===== config.mk =====
export PLATFORM = sky130hd
export DESIGN_NAME = breadboard_sweep_ctrl
export DESIGN_NICKNAME = d
export VERILOG_FILES = /design/src/rtl/breadboard_sweep_ctrl.sv
export SDC_FILE = /design/constraint.sdc
export NUM_CORES = 1
export LEC_CHECK = 0
export ABC_AREA = 1
export ABC_CLOCK_PERIOD_IN_PS = 2200
export BUFFER_PORTS_ARGS = -buffer_cell sky130_fd_sc_hd__buf_4
export CORE_MARGIN = 2
export CORE_UTILIZATION = 45
export CTS_CLUSTER_DIAMETER = 200
export CTS_CLUSTER_SIZE = 40
export DETAILED_ROUTE_END_ITERATION = 8
export PLACE_DENSITY = 0.65
export SKIP_LAST_GASP = 1
export SLEW_MARGIN = 20
export SYNTH_ARGS = -nofsm -noshare
export SYNTH_HDL_FRONTEND = slang
export SYNTH_SLANG_ARGS = --single-unit

===== constraint.sdc =====
create_clock -name clk_i -period 2.2 [get_ports clk_i]
set_input_delay 0.11 -clock clk_i [delete_from_list [all_inputs] [get_ports clk_i]]
set_output_delay 0.11 -clock clk_i [all_outputs]
set_load 0.1 [all_outputs]

===== src/rtl/breadboard_sweep_ctrl.sv =====
// Sweeps the 4-input Breadboard block through all 16 codes, captures each 10-bit
// result onto a valid/ready stream and folds it into a rotating 16-bit signature.
module breadboard_sweep_ctrl #(
    parameter int unsigned SETTLE   = 4,
    parameter logic [15:0] SIG_SEED = 16'h0000
) (
    input  logic        clk_i,
    input  logic        rst_i,
    input  logic        start_i,
    input  logic        abort_i,
    output logic        w_o,
    output logic        x_o,
    output logic        y_o,
    output logic        z_o,
    input  logic [9:0]  r_i,
    output logic        vec_valid_o,
    input  logic        vec_ready_i,
    output logic [3:0]  vec_idx_o,
    output logic [9:0]  vec_r_o,
    output logic        grp_end_o,
    output logic        busy_o,
    output logic        done_o,
    output logic [15:0] sig_o
);

    typedef enum logic [1:0] {
        S_IDLE    = 2'd0,
        S_SETTLE  = 2'd1,
        S_PRESENT = 2'd2,
        S_DONE    = 2'd3
    } state_e;

    localparam logic [7:0] CNT_LOAD = 8'(SETTLE - 1);

    state_e      state_q, state_d;
    logic [3:0]  idx_q, idx_d;
    logic [7:0]  cnt_q, cnt_d;
    logic [3:0]  drv_q, drv_d;
    logic [3:0]  vec_idx_q, vec_idx_d;
    logic [9:0]  vec_r_q, vec_r_d;
    logic [15:0] sig_q, sig_d;

    always_ff @(posedge clk_i or posedge rst_i) begin
        if (rst_i) begin
            state_q   <= S_IDLE;
            idx_q     <= 4'd0;
            cnt_q     <= 8'd0;
            drv_q     <= 4'd0;
            vec_idx_q <= 4'd0;
            vec_r_q   <= 10'd0;
            sig_q     <= 16'd0;
        end else begin
            state_q   <= state_d;
            idx_q     <= idx_d;
            cnt_q     <= cnt_d;
            drv_q     <= drv_d;
            vec_idx_q <= vec_idx_d;
            vec_r_q   <= vec_r_d;
            sig_q     <= sig_d;
        end
    end

    always_comb begin
        state_d   = state_q;
        idx_d     = idx_q;
        cnt_d     = cnt_q;
        drv_d     = drv_q;
        vec_idx_d = vec_idx_q;
        vec_r_d   = vec_r_q;
        sig_d     = sig_q;

        // Abort dominates everything, including a coincident start.
        if (abort_i) begin
            state_d = S_IDLE;
            drv_d   = 4'd0;
        end else begin
            case (state_q)
                S_IDLE, S_DONE: begin
                    if (start_i) begin
                        idx_d   = 4'd0;
                        cnt_d   = CNT_LOAD;
                        sig_d   = SIG_SEED;
                        drv_d   = 4'd0;
                        state_d = S_SETTLE;
                    end
                end
                S_SETTLE: begin
                    if (cnt_q != 8'd0) begin
                        cnt_d = cnt_q - 8'd1;
                    end else begin
                        vec_r_d   = r_i;
                        vec_idx_d = idx_q;
                        sig_d     = {sig_q[14:0], sig_q[15]} ^ {6'b0, r_i};
                        state_d   = S_PRESENT;
                    end
                end
                S_PRESENT: begin
                    if (vec_ready_i) begin
                        // Sweep ends at code 15; the drive stays at 4'hF in DONE.
                        if (idx_q == 4'hF) begin
                            state_d = S_DONE;
                        end else begin
                            idx_d   = idx_q + 4'd1;
                            drv_d   = idx_q + 4'd1;
                            cnt_d   = CNT_LOAD;
                            state_d = S_SETTLE;
                        end
                    end
                end
                default: state_d = S_IDLE;
            endcase
        end
    end

    assign {w_o, x_o, y_o, z_o} = drv_q;
    assign vec_valid_o = (state_q == S_PRESENT);
    assign busy_o      = (state_q == S_SETTLE) || (state_q == S_PRESENT);
    assign done_o      = (state_q == S_DONE);
    assign vec_idx_o   = vec_idx_q;
    assign vec_r_o     = vec_r_q;
    assign grp_end_o   = vec_valid_o && (vec_idx_q[1:0] == 2'b11);
    assign sig_o       = sig_q;

endmodule


After elaboration in Yosys (flattened, before gate mapping)

Index checks and enable logic that the tools add are counted.

Eq/ne operators: 14
Muxes and demuxes: 19
Bitwise logic cells: 3
Add/sub/neg operators: 2
Reduce and logical (&&, ||, !) cells: 14

Operators with widths:

| cell                | number |
|---|---|
| $mux 16             | 2 |
| $mux 8              | 4 |
| $pmux 16 s2         | 1 |
| $pmux 8 s3          | 1 |
| $mux 4              | 4 |
| $xor 16x10->16      | 1 |
| $mux 2              | 5 |
| $reduce_and 5->1    | 2 |
| $ne 3x3->1 const B  | 3 |
| $ne 2x2->1 const B  | 4 |
| $pmux 4 s2          | 1 |
| $reduce_and 4->1    | 2 |
| $reduce_bool 8->1   | 1 |
| $sub 8x1->8 const B | 1 |
| $eq 2x2->1 const B  | 3 |
| $pmux 2 s3          | 1 |
| $reduce_and 3->1    | 2 |
| $add 4x1->4 const B | 1 |
| $eq 4x4->1 const B  | 1 |
| $reduce_bool 2->1   | 2 |
| $ne 3x2->1 const B  | 1 |
| $reduce_bool 3->1   | 1 |
| $eq 2x1->1 const B  | 1 |
| $logic_not 2->1     | 1 |
| 5 further kinds     | 6 |

Flip-flop bits (word level): 48
Output and inout bits: 38
Bits of input ports: 15

Logic depth before layout (Yosys ltp)

Gate-level depths: netlist (run 1).

Depth in word-level cells: 5
Mapped depth: 10
Mapped depth without buffers: 10

Least setup slack after synthesis (run 1)

Ideal clock, no wire load.

Path type: register to output
Start point: reg state_q[0]
End point: out grp_end_o
Required time: 2.090 ns
Buffers on the path: 0
Data arrival time: 3.707 ns
Slack: -1.617 ns
Cell stages (with the launch flop): 5
Cell sequence: dfrtp_1 > inv_1 > ha_1 > inv_1 > nor3_1

Word-level cells in the longest chain between the ends: 2

RTL lines:

| element                | RTL line | RTL |
|---|---|---|
| from (decl)            | 35       | `state_e state_q, state_d;` |
| from (signal assigned) | 53       | `state_q <= state_d;` |
| $eq 2x2->1             | 116      | `assign vec_valid_o = (state_q == S_PRESENT);` |
| named net vec_valid_o  | 16       | `output logic vec_valid_o,` |
| $logic_and 1x1->1      | 121      | `assign grp_end_o = vec_valid_o && (vec_idx_q[1:0] == 2'b11);` |
| to (decl)              | 20       | `output logic grp_end_o,` |

The timed path passes the listed nets, and every way through them passes these cells.

Final worst setup path (run 1)

Start point: reg cnt_q[0]
End point: reg sig_q[8], in the netlist sig_o[8]

Word-level cells in the longest chain between the ends: 3

RTL lines:

| element                           | RTL line | RTL |
|---|---|---|
| from (decl)                       | 37       | `logic [7:0] cnt_q, cnt_d;` |
| from (signal assigned)            | 55       | `cnt_q <= cnt_d;` |
| $reduce_bool 8->1                 | 88       | `if (cnt_q != 8'd0) begin` |
| $ne 2x2->1 (no source line)       | n/a      |  |
| $reduce_and 4->1 (no source line) | n/a      |  |
| to (signal assigned)              | 59       | `sig_q <= sig_d;` |
| to (decl)                         | 41       | `logic [15:0] sig_q, sig_d;` |

Every way passes these cells.
A chain may end at the register's enable or synchronous reset.

==> impl_metrics.json, run 1 <==
{
  "finalSetupTns_ns": 0,
  "globalplace.congestion": 0.814,
  "period_share": 0.797,
  "fmax_mhz": 570,
  "endpoint": "sig_o[8]$_DFFE_PP0P_",
  "final-hold-violation-count": 0,
  "slew_headroom": 0.521,
  "clk_pin_slew_ns": 0.09,
  "hold_class": "input port to register",
  "rrSetupSlack_ns": 0.45,
  "ant_nets": 0,
  "synthCells": 288,
  "drv_cap": 0,
  "area_growth_pct": 24.1,
  "dr.pass1.iters": 4,
  "cp_max_fo": 32,
  "worstSetupStartpoint": "cnt_q[0]$_DFFE_PP0P_",
  "port_buffers": 52,
  "synthArstFlopShare": 1.00,
  "antenna_found_initial": 0,
  "worstSetupStartpointType": "register",
  "rows": 26,
  "drc": 0,
  "maxSlewViolCount": 0,
  "end_kind": "register",
  "die_area_um2": 5940,
  "syn-cell-area_um2": 2400,
  "grt_pass1_vias": 1819,
  "synth_edf_count": 0,
  "min_from": "r_i[1]",
  "crit_type": "register to register",
  "die_h_um": 77.1,
  "start_util": 0.467,
  "r2r-start": "cnt_q[0]$_DFFE_PP0P_",
  "yosys_warnings": 0,
  "syn_nets": 309,
  "viasPerCell": 4.77,
  "wire_per_inst_um": 11.8,
  "ys.flop_type": "dfrtp_1",
  "io_pins": 53,
  "drtIter0Drc": 94,
  "clock_path_buffers": 2,
  "min_path_cells": 3,
  "skew_ns": 0.00515,
  "clk_latency_ns": 0.29,
  "outcome": "complete, no violations",
  "synth-seq-cells": 48,
  "setup_viol": 0,
  "max_slew.worst_pin.slew_ns": 0.716,
  "critPathArrivalTime_ns": 1.98,
  "grt_max_degree": 49,
  "period_minus_slack_ns": 1.75,
  "max_stage_delay_ns": 0.57,
  "die_w_um": 77.1,
  "clkSinkCount": 48,
  "path_cells": "inv_1 -> ha_1 -> nand2_1 -> nor2_8 -> o21ai_4 -> nand2_1 -> o21ai_1",
  "cpMaxStageDelayCell": "o21ai_4",
  "crit_top_cell": "nand2_1",
  "wl_um": 4870,
  "num_vias": 1974,
  "rr_endpoint": "sig_o[8]$_DFFE_PP0P_",
  "grt_pass1_wl_um": 8440,
  "ys_seq_area_frac": 0.500,
  "overflow": 0,
  "synth_cell_type_count": 26,
  "syn_area_per_cell_um2": 8.34,
  "dp_hpwl_um": 3480,
  "cts_buffers": 5,
  "grt_usage": 0.173,
  "fp.coreArea_um2": 5140,
  "r2r.worst_path.cells": 7,
  "postCtsSetupBuffers": 0,
  "cts_tree": "done",
  "root_buffer": "clkbuf_8",
  "rsz0062_at_grt": "no",
  "drive_gt1_frac": 0.212,
  "nNetsFinal": 364,
  "cp_data_required_time_ns": 2.42,
  "diodes": 0,
  "cts.htree.levels": 2
}
[metrics by stage]
stage	setup WS, ns	util	hold WS (ns)	cell area, µm²	instances
floorplan	0.0622	-	0.228	2420	288
global placement	0.225	0.556	0.308	2860	405
detailed placement	0.118	0.556	0.322	2860	405
CTS	0.0984	0.579	0.0284	2970	414
global route	0.268	0.580	0.0296	2980	414
finish	0.446	0.580	0.0362	2980	414
[worst min-delay path by stage]
| stage | to | slack [ns] |
|---|---|---|
| finish | vec_r_o[1]$_DFFE_PP0P_ | 0.04 |
| floorplan | vec_r_o[8]$_DFFE_PP0P_ | 0.23 |
| global placement | cnt_q[5]$_DFFE_PP0P_ | 0.31 |
| CTS | vec_r_o[1]$_DFFE_PP0P_ | 0.03 |
| global route | vec_r_o[2]$_DFFE_PP0P_ | 0.03 |
| detailed placement | cnt_q[0]$_DFFE_PP0P_ | 0.32 |
[routing by layer]
layer | GRT usage | vias to the layer above | part of all wire
li1 | - | 1025 | -
met1 | 0.241 | 907 | 0.50
met2 | 0.279 | 36 | 0.45
met3 | 0.0282 | 6 | 0.033
met4 | 0.0554 | 0 | 0.015
met5 | 0 | - | 0
[Yosys cell counts (2+ instances only)]
cell | number | area share
a21o_1 | 10 | 0.031
a21oi_1 | 2 | 0.0042
buf_2 | 2 | 0.0042
buf_4 | 2 | 0.0062
buf_6 | 2 | 0.0094
dfrtp_1 | 48 | 0.50
ha_1 | 6 | 0.031
inv_1 | 41 | 0.064
nand2_1 | 85 | 0.13
nand3_1 | 9 | 0.019
nor2_1 | 7 | 0.011
nor2_4 | 2 | 0.0094
nor3_1 | 2 | 0.0042
o211ai_1 | 2 | 0.0062
o21ai_0 | 14 | 0.029
o21ai_1 | 40 | 0.083
xor2_1 | 5 | 0.018
[critical path: cells and delay by family (launching register included)]
family	cells	cell delay [ns]
AOI/OAI and AO/OA	2	0.68
DFF	1	0.37
and+or+nand+nor	3	0.35
adders and majority gates	1	0.20
buffers and inverters	1	0.09
[repair_timing]
item                      CTS  global route
gates resized for setup     0             0
hold buffers                1             0
hold endpoints to repair   15             0
[area by class of cell]
type                            count  area (µm²)
Fill cell                         525        2160
Sequential cell                    48        1200
Multi-Input combinational cell    191        1010
Timing Repair Buffer               55         415
Inverter                           42         158
Tap cell                           70        87.6
Clock buffer                        6        72.6
Clock inverter                      2        35.0
[state kept, by name (all words and copies together), names as in the netlist]
signal / count
sig_o: 16
vec_r_o: 10
cnt_q: 8
drv_q: 4
idx_q: 4
vec_idx_o: 4
state_q: 2
[cell usage in the layout, fill, tap and decap left out]
| cell type | instances |
|---|---|
| nand2_1 | 85 |
| buf_4 | 54 |
| dfrtp_1 | 48 |
| inv_1 | 40 |
| o21ai_1 | 40 |
| o21ai_0 | 14 |
| a21o_1 | 10 |
| nand3_1 | 9 |
| nor2_1 | 7 |
| xor2_1 | 5 |
| ha_1 | 5 |
| clkbuf_8 | 5 |
| nor2_4 | 2 |
| inv_2 | 2 |
| a21oi_1 | 2 |
| o211ai_1 | 2 |
| nor2_2 | 1 |
| nand2_4 | 1 |
| nor2_8 | 1 |
| nand3_4 | 1 |
| o21ai_4 | 1 |
| nor3_4 | 1 |
| nor3_1 | 1 |
| or2_2 | 1 |
| xnor2_1 | 1 |
| ha_2 | 1 |
| clkinv_2 | 1 |
| bufinv_16 | 1 |
| clkbuf_1 | 1 |
| dlygate4sd3_1 | 1 |
[kinds of logic (layout without fill, tap and decap cells)]
logic type / after synthesis / after routing / share of synthesized area
compound gates: 69 / 69 / 0.158
fa+ha+maj: 6 / 6 / 0.0312
buf+inv: 49 / 105 / 0.0875
xor+xnor: 6 / 6 / 0.0219
flops: 48 / 48 / 0.500
simple gates: 110 / 110 / 0.202
Power of run 1 is left out: the tool's default activity adds up to more than one toggle a clock period on the data nets, which glitch-free logic cannot reach.
==> inputs of run 2 (changes only) <==
- ABC_CLOCK_PERIOD_IN_PS: 2200 -> 1570
- PLACE_DENSITY: 0.65 -> 0.68
- clock period: 2.2 -> 1.57 ns (I/O delays scaled with it)
==> run 2 against run 1 <==
  * First-iteration DRC count shrank 5.3%
  * Non-clock buffer count grew 20
  * Wire length grew 8.8%
  * Die area is the same
  * Flip-flop and latch count is the same
  * Worst hold slack lost 0.026 ns
  * Global-route usage grew 1.5 points
  * Critical path depth shrank 2
  * Clock skew grew 0.0022 ns
  * Largest cell class unchanged
==> impl_metrics.json, run 2 (synthesis results as in run 1) <==
{
  "grt_pass1_vias": 2008,
  "io_pins": 53,
  "utilization": 0.636,
  "nNetsFinal": 385,
  "diodes": 0,
  "drtIter0Drc": 89,
  "setup_viol": 0,
  "cts.htree.levels": 2,
  "final_area_um2": 3270,
  "placed_cell_area_um2": 2930,
  "grt_max_degree": 33,
  "die_area_um2": 5940,
  "die_h_um": 77.1,
  "cp_data_required_time_ns": 1.49,
  "path_cells": "inv_2 -> ha_4 -> inv_1 -> nor3_4 -> buf_12",
  "port_buffers": 52,
  "drv_cap": 0,
  "slew_headroom": 0.736,
  "fmax_mhz": 657,
  "maxSlewViolCount": 0,
  "antenna_found_initial": 0,
  "layout_commonest_cell": "nand2_1",
  "crit_type": "register to primary output",
  "cts_tree": "done",
  "rr_endpoint": "sig_o[3]$_DFFE_PP0P_",
  "die_w_um": 77.1,
  "final_cell_mix": "nand2_1 (79), buf_4 (60), dfrtp_1 (46)",
  "dp_hpwl_um": 3580,
  "hold_class": "input port to register",
  "period_share": 0.969,
  "overflow": 0,
  "r2r.worst_path.cells": 8,
  "skew_ns": 0.00739,
  "final-hold-violation-count": 0,
  "min_from": "r_i[8]",
  "dr.pass1.iters": 4,
  "fp.coreArea_um2": 5140,
  "r2r-start": "state_q[0]$_DFFE_PP0P_",
  "period_minus_slack_ns": 1.52,
  "rsz0062_at_grt": "yes",
  "clkSinkCount": 48,
  "wire_per_inst_um": 12.2,
  "clock_path_buffers": 2,
  "min_path_cells": 3,
  "largest_register_ffs": 16,
  "root_buffer": "clkbuf_8",
  "met3_length_um": 182,
  "wl_um": 5300,
  "worstSetupStartpointType": "register",
  "ant_nets": 0,
  "clk_pin_slew_ns": 0.08,
  "viasPerCell": 4.73,
  "rows": 26,
  "top_layer": "met4",
  "drive_gt1_frac": 0.271,
  "crit_family": "flip-flops",
  "cts_buffers": 5,
  "end_kind": "primary output",
  "critPathArrivalTime_ns": 1.44,
  "wl_met2_um": 2510,
  "rrSetupSlack_ns": 0.05,
  "clk_latency_ns": 0.30,
  "fillers": 477,
  "worstPathBufferInverterCount": 3,
  "cpMaxStageDelayCell": "dfrtp_1",
  "wl_met1_um": 2550,
  "globalplace.congestion": 0.874,
  "max_stage_delay_ns": 0.41,
  "outcome": "complete, no violations",
  "num_vias": 2056,
  "max_slew.worst_pin.slew_ns": 0.396,
  "start_util": 0.467,
  "holdPathEnd": "vec_r_o[8]$_DFFE_PP0P_",
  "drc": 0,
  "cp_max_fo": 7,
  "grt_pass1_wl_um": 9120,
  "finalSetupTns_ns": 0,
  "area_growth_pct": 36.1,
  "grt_usage": 0.188
}
==> run 2: worst max path at each step <==
stage | start | to | slack [ns] | cells after the start
2_1_floorplan | state_q[0]$_DFFE_PP0P_ | sig_o[0]$_DFFE_PP0P_ | -0.32 | 8
3_3_place_gp | idx_q[0]$_DFFE_PP0P_ | cnt_q[5]$_DFFE_PP0P_ | -0.06 | 9
3_5_place_dp | idx_q[0]$_DFFE_PP0P_ | cnt_q[3]$_DFFE_PP0P_ | -0.11 | 9
4_1_cts | state_q[1]$_DFFE_PP0P_ | vec_r_o[0]$_DFFE_PP0P_ | -0.02 | 6
5_1_grt | state_q[0]$_DFFE_PP0P_ | sig_o[4]$_DFFE_PP0P_ | -0.07 | 8
6_report | state_q[0]$_DFFE_PP0P_ | grp_end_o | 0.05 | 5
==> run 2: cell type report <==
class                           instances  area [µm²]  area share
Tap cell                               70        87.6      0.0268
Timing Repair Buffer                   75         643       0.197
Inverter                               42         161      0.0494
Sequential cell                        48        1200       0.368
Multi-Input combinational cell        192        1070       0.326
Clock inverter                          2        35.0      0.0107
Clock buffer                            6        72.6      0.0222
==> run 2: metal layers <==
metal  global-route usage  vias up
met5                    0        -
met4               0.0643        0
met3               0.0435        5
met2                0.309       36
met1                0.247      946
li1                     -     1069
==> run 2: tightest hold or removal path, delay by kind of cell <==
family / cells / cell delay [ns]
buf+inv: 2 / 0.14
compound gates: 1 / 0.06
==> run 2: what timing repair did <==
item / 4_1_cts / 5_1_grt
endpoints found under the hold margin: 24 / 0
gates resized for setup: 5 / 12
cloned: 0 / 1
setup buffers: 3 / 5
pin swaps: 1 / 4
hold buffers: 9 / 0
setup endpoints to repair: 24 / 50
==> run 2: metrics by stage <==
step,hold WS [ns],setup slack [ns],std cells
floorplan,0.197,-0.325,288
global placement,0.0903,-0.0610,409
detailed placement,0.0970,-0.108,409
CTS,0.000670,-0.0213,429
global route,0.00820,-0.0702,435
finish,0.00998,0.0489,435
Power of run 2 is left out for the same reason.
==> inputs of run 3 (changes only) <==
- HOLD_SLACK_MARGIN: unset -> 0.12
- SETUP_SLACK_MARGIN: unset -> 0.5
==> run 3 against run 2 <==
  * The run now ends with negative setup slack left
  * Via count is 18% higher
  * Die area stayed put
  * Final area is 24% higher
  * Clock-buffer cell count is 1 lower
  * First-iteration DRC count is 16% higher
  * Critical path depth is 2 higher
  * Setup slack worse by 0.076 ns
  * Fmax is 4.8% lower
  * Critical endpoint is now sig_o[3]$_DFFE_PP0P_
  * Sequential share of layout area is 6.8 points lower
  * Flip-flop and latch count stayed put
  * Largest cell class is now multi-input combinational cells
==> impl_metrics.json, run 3 (synthesis results as in run 1) <==
{
  "outcome": "finished, violations left",
  "violations": "negative setup slack",
  "root_buffer": "clkbuf_8",
  "die_w_um": 77.1,
  "die_h_um": 77.1,
  "cts_buffers": 5,
  "power.leakage_nw": 1.94,
  "cts.htree.levels": 2,
  "worstSetupStartpointType": "register",
  "wl_um": 7660,
  "num_vias": 2423,
  "finalSetupTns_ns": -0.0596,
  "clk_pin_slew_ns": 0.09,
  "cpMaxStageDelayCell": "dfrtp_1",
  "clk_latency_ns": 0.31,
  "globalplace.congestion": 0.812,
  "ant_nets": 0,
  "max_slew.worst_pin.slew_ns": 0.516,
  "skew_ns": 0.00531,
  "die_area_um2": 5940,
  "start_util": 0.467,
  "grt_pass1_wl_um": 10800,
  "layout_setup_ws_ns": -0.0270,
  "cts_tree": "done",
  "drive_gt1_frac": 0.450,
  "crit_type": "register to register",
  "drc": 0,
  "fmax_mhz": 626,
  "totalPowerFinal_mw": 9.32,
  "ir_drop_mv": 1.36,
  "hold_slack_ns": 0.174,
  "period_minus_slack_ns": 1.60,
  "end_kind": "register",
  "overflow": 0,
  "viasPerCell": 5.28,
  "clkSinkCount": 48,
  "critPathArrivalTime_ns": 1.79,
  "grt_max_degree": 29,
  "path_cells": "ha_4 -> clkinvlp_4 -> a21oi_2 -> o21ai_4 -> buf_12 -> nand2_1 -> o21ai_1",
  "rsz0062_at_grt": "yes",
  "slew_headroom": 0.655,
  "rrSetupSlack_ns": -0.03,
  "setup_viol": 4,
  "crit_family": "flip-flops",
  "dr.pass1.iters": 4,
  "clock_path_buffers": 2,
  "drv_cap": 0,
  "largest_register_ffs": 16,
  "rows": 26,
  "dp_hpwl_um": 3770,
  "utilization": 0.788,
  "antenna_found_initial": 0,
  "final-hold-violation-count": 0,
  "port_buffers": 52,
  "grt_pass1_vias": 2213,
  "worstPathBufferInverterCount": 2,
  "drtIter0Drc": 103,
  "period_share": 1.02,
  "final_cell_mix": "nand2_1 (64), buf_4 (42), dfrtp_1 (36)",
  "nNetsFinal": 409,
  "maxSlewViolCount": 0,
  "io_pins": 53,
  "p_per_area_nw_per_um2": 2300,
  "diodes": 0,
  "area_growth_pct": 68.5,
  "cp_data_required_time_ns": 1.76,
  "fp.coreArea_um2": 5140,
  "cp_max_fo": 16,
  "wire_per_inst_um": 16.7,
  "max_stage_delay_ns": 0.43,
  "hold_class": "input port to register",
  "layout_commonest_cell": "nand2_1",
  "post-place-ws_ns": 0.0260,
  "fillers": 305,
  "grt_usage": 0.228
}
run 3: layout make-up:
class | count | area, µm² | share of cell area
timing repair buffer | 100 | 1190 | 0.294
inverter | 42 | 169 | 0.0417
clock inverter | 3 | 68.8 | 0.0170
tap | 70 | 87.6 | 0.0216
clock buffer | 5 | 68.8 | 0.0170
multi-input combinational | 191 | 1250 | 0.308
sequential | 48 | 1220 | 0.300
run 3: worst paths after layout:
check | start | to | cells after the start
setup / recovery | state_q[1]$_DFFE_PP0P_ | sig_o[3]$_DFFE_PP0P_ | 7
hold reg to reg | drv_q[2]$_DFFE_PP0P_ | drv_q[2]$_DFFE_PP0P_ | 2
hold / removal | abort_i | state_q[1]$_DFFE_PP0P_ | 4
setup reg to reg | state_q[1]$_DFFE_PP0P_ | sig_o[3]$_DFFE_PP0P_ | 7
max in group asynchronous | rst_i | cnt_q[6]$_DFFE_PP0P_ | 4
min in group asynchronous | rst_i | sig_o[15]$_DFFE_PP0P_ | 3
run 3: stage by stage:
step                      cells  instance area, µm²
final                       459                4050
after global routing        459                4050
after CTS                   443                3640
after detailed placement    411                3000
after global placement      411                3000
after floorplan             288                2480
run 3: tightest hold or removal path: cells and delay by family:
family	cells	cell delay (ns)
and+or+nand+nor	1	0.11
buffers and inverters	2	0.20
AOI/OAI and AO/OA	1	0.06
run 3: timing repair:
item | CTS | global route
endpoints found under the hold margin | 41 | 0
endpoints found under the setup margin | 68 | 77
buffers inserted | 11 | 13
gates cloned | 2 | 3
hold buffers | 11 | 0
pin swaps | 13 | 11
gates resized for setup | 69 | 67
run 3: layer usage:
layer	routed length [µm]	track usage	up-vias
met3	383	0.0541	16
met2	4030	0.378	90
met5	0	0	-
met1	3080	0.300	1194
li1	-	-	1123
met4	162	0.0643	0
run 3: report_power, final:
| part | leakage [nW] | switching [mW] | internal, mW | total, mW |
|---|---|---|---|---|
| logic | 1.28 | 4.03 | 2.14 | 6.16 |
| clock network | 0.0687 | 0.458 | 0.642 | 1.10 |
| registers | 0.590 | 0.420 | 1.64 | 2.06 |
| total | 1.94 | 4.91 | 4.41 | 9.32 |
No activity file was read; power rests on OpenSTA's default activity.
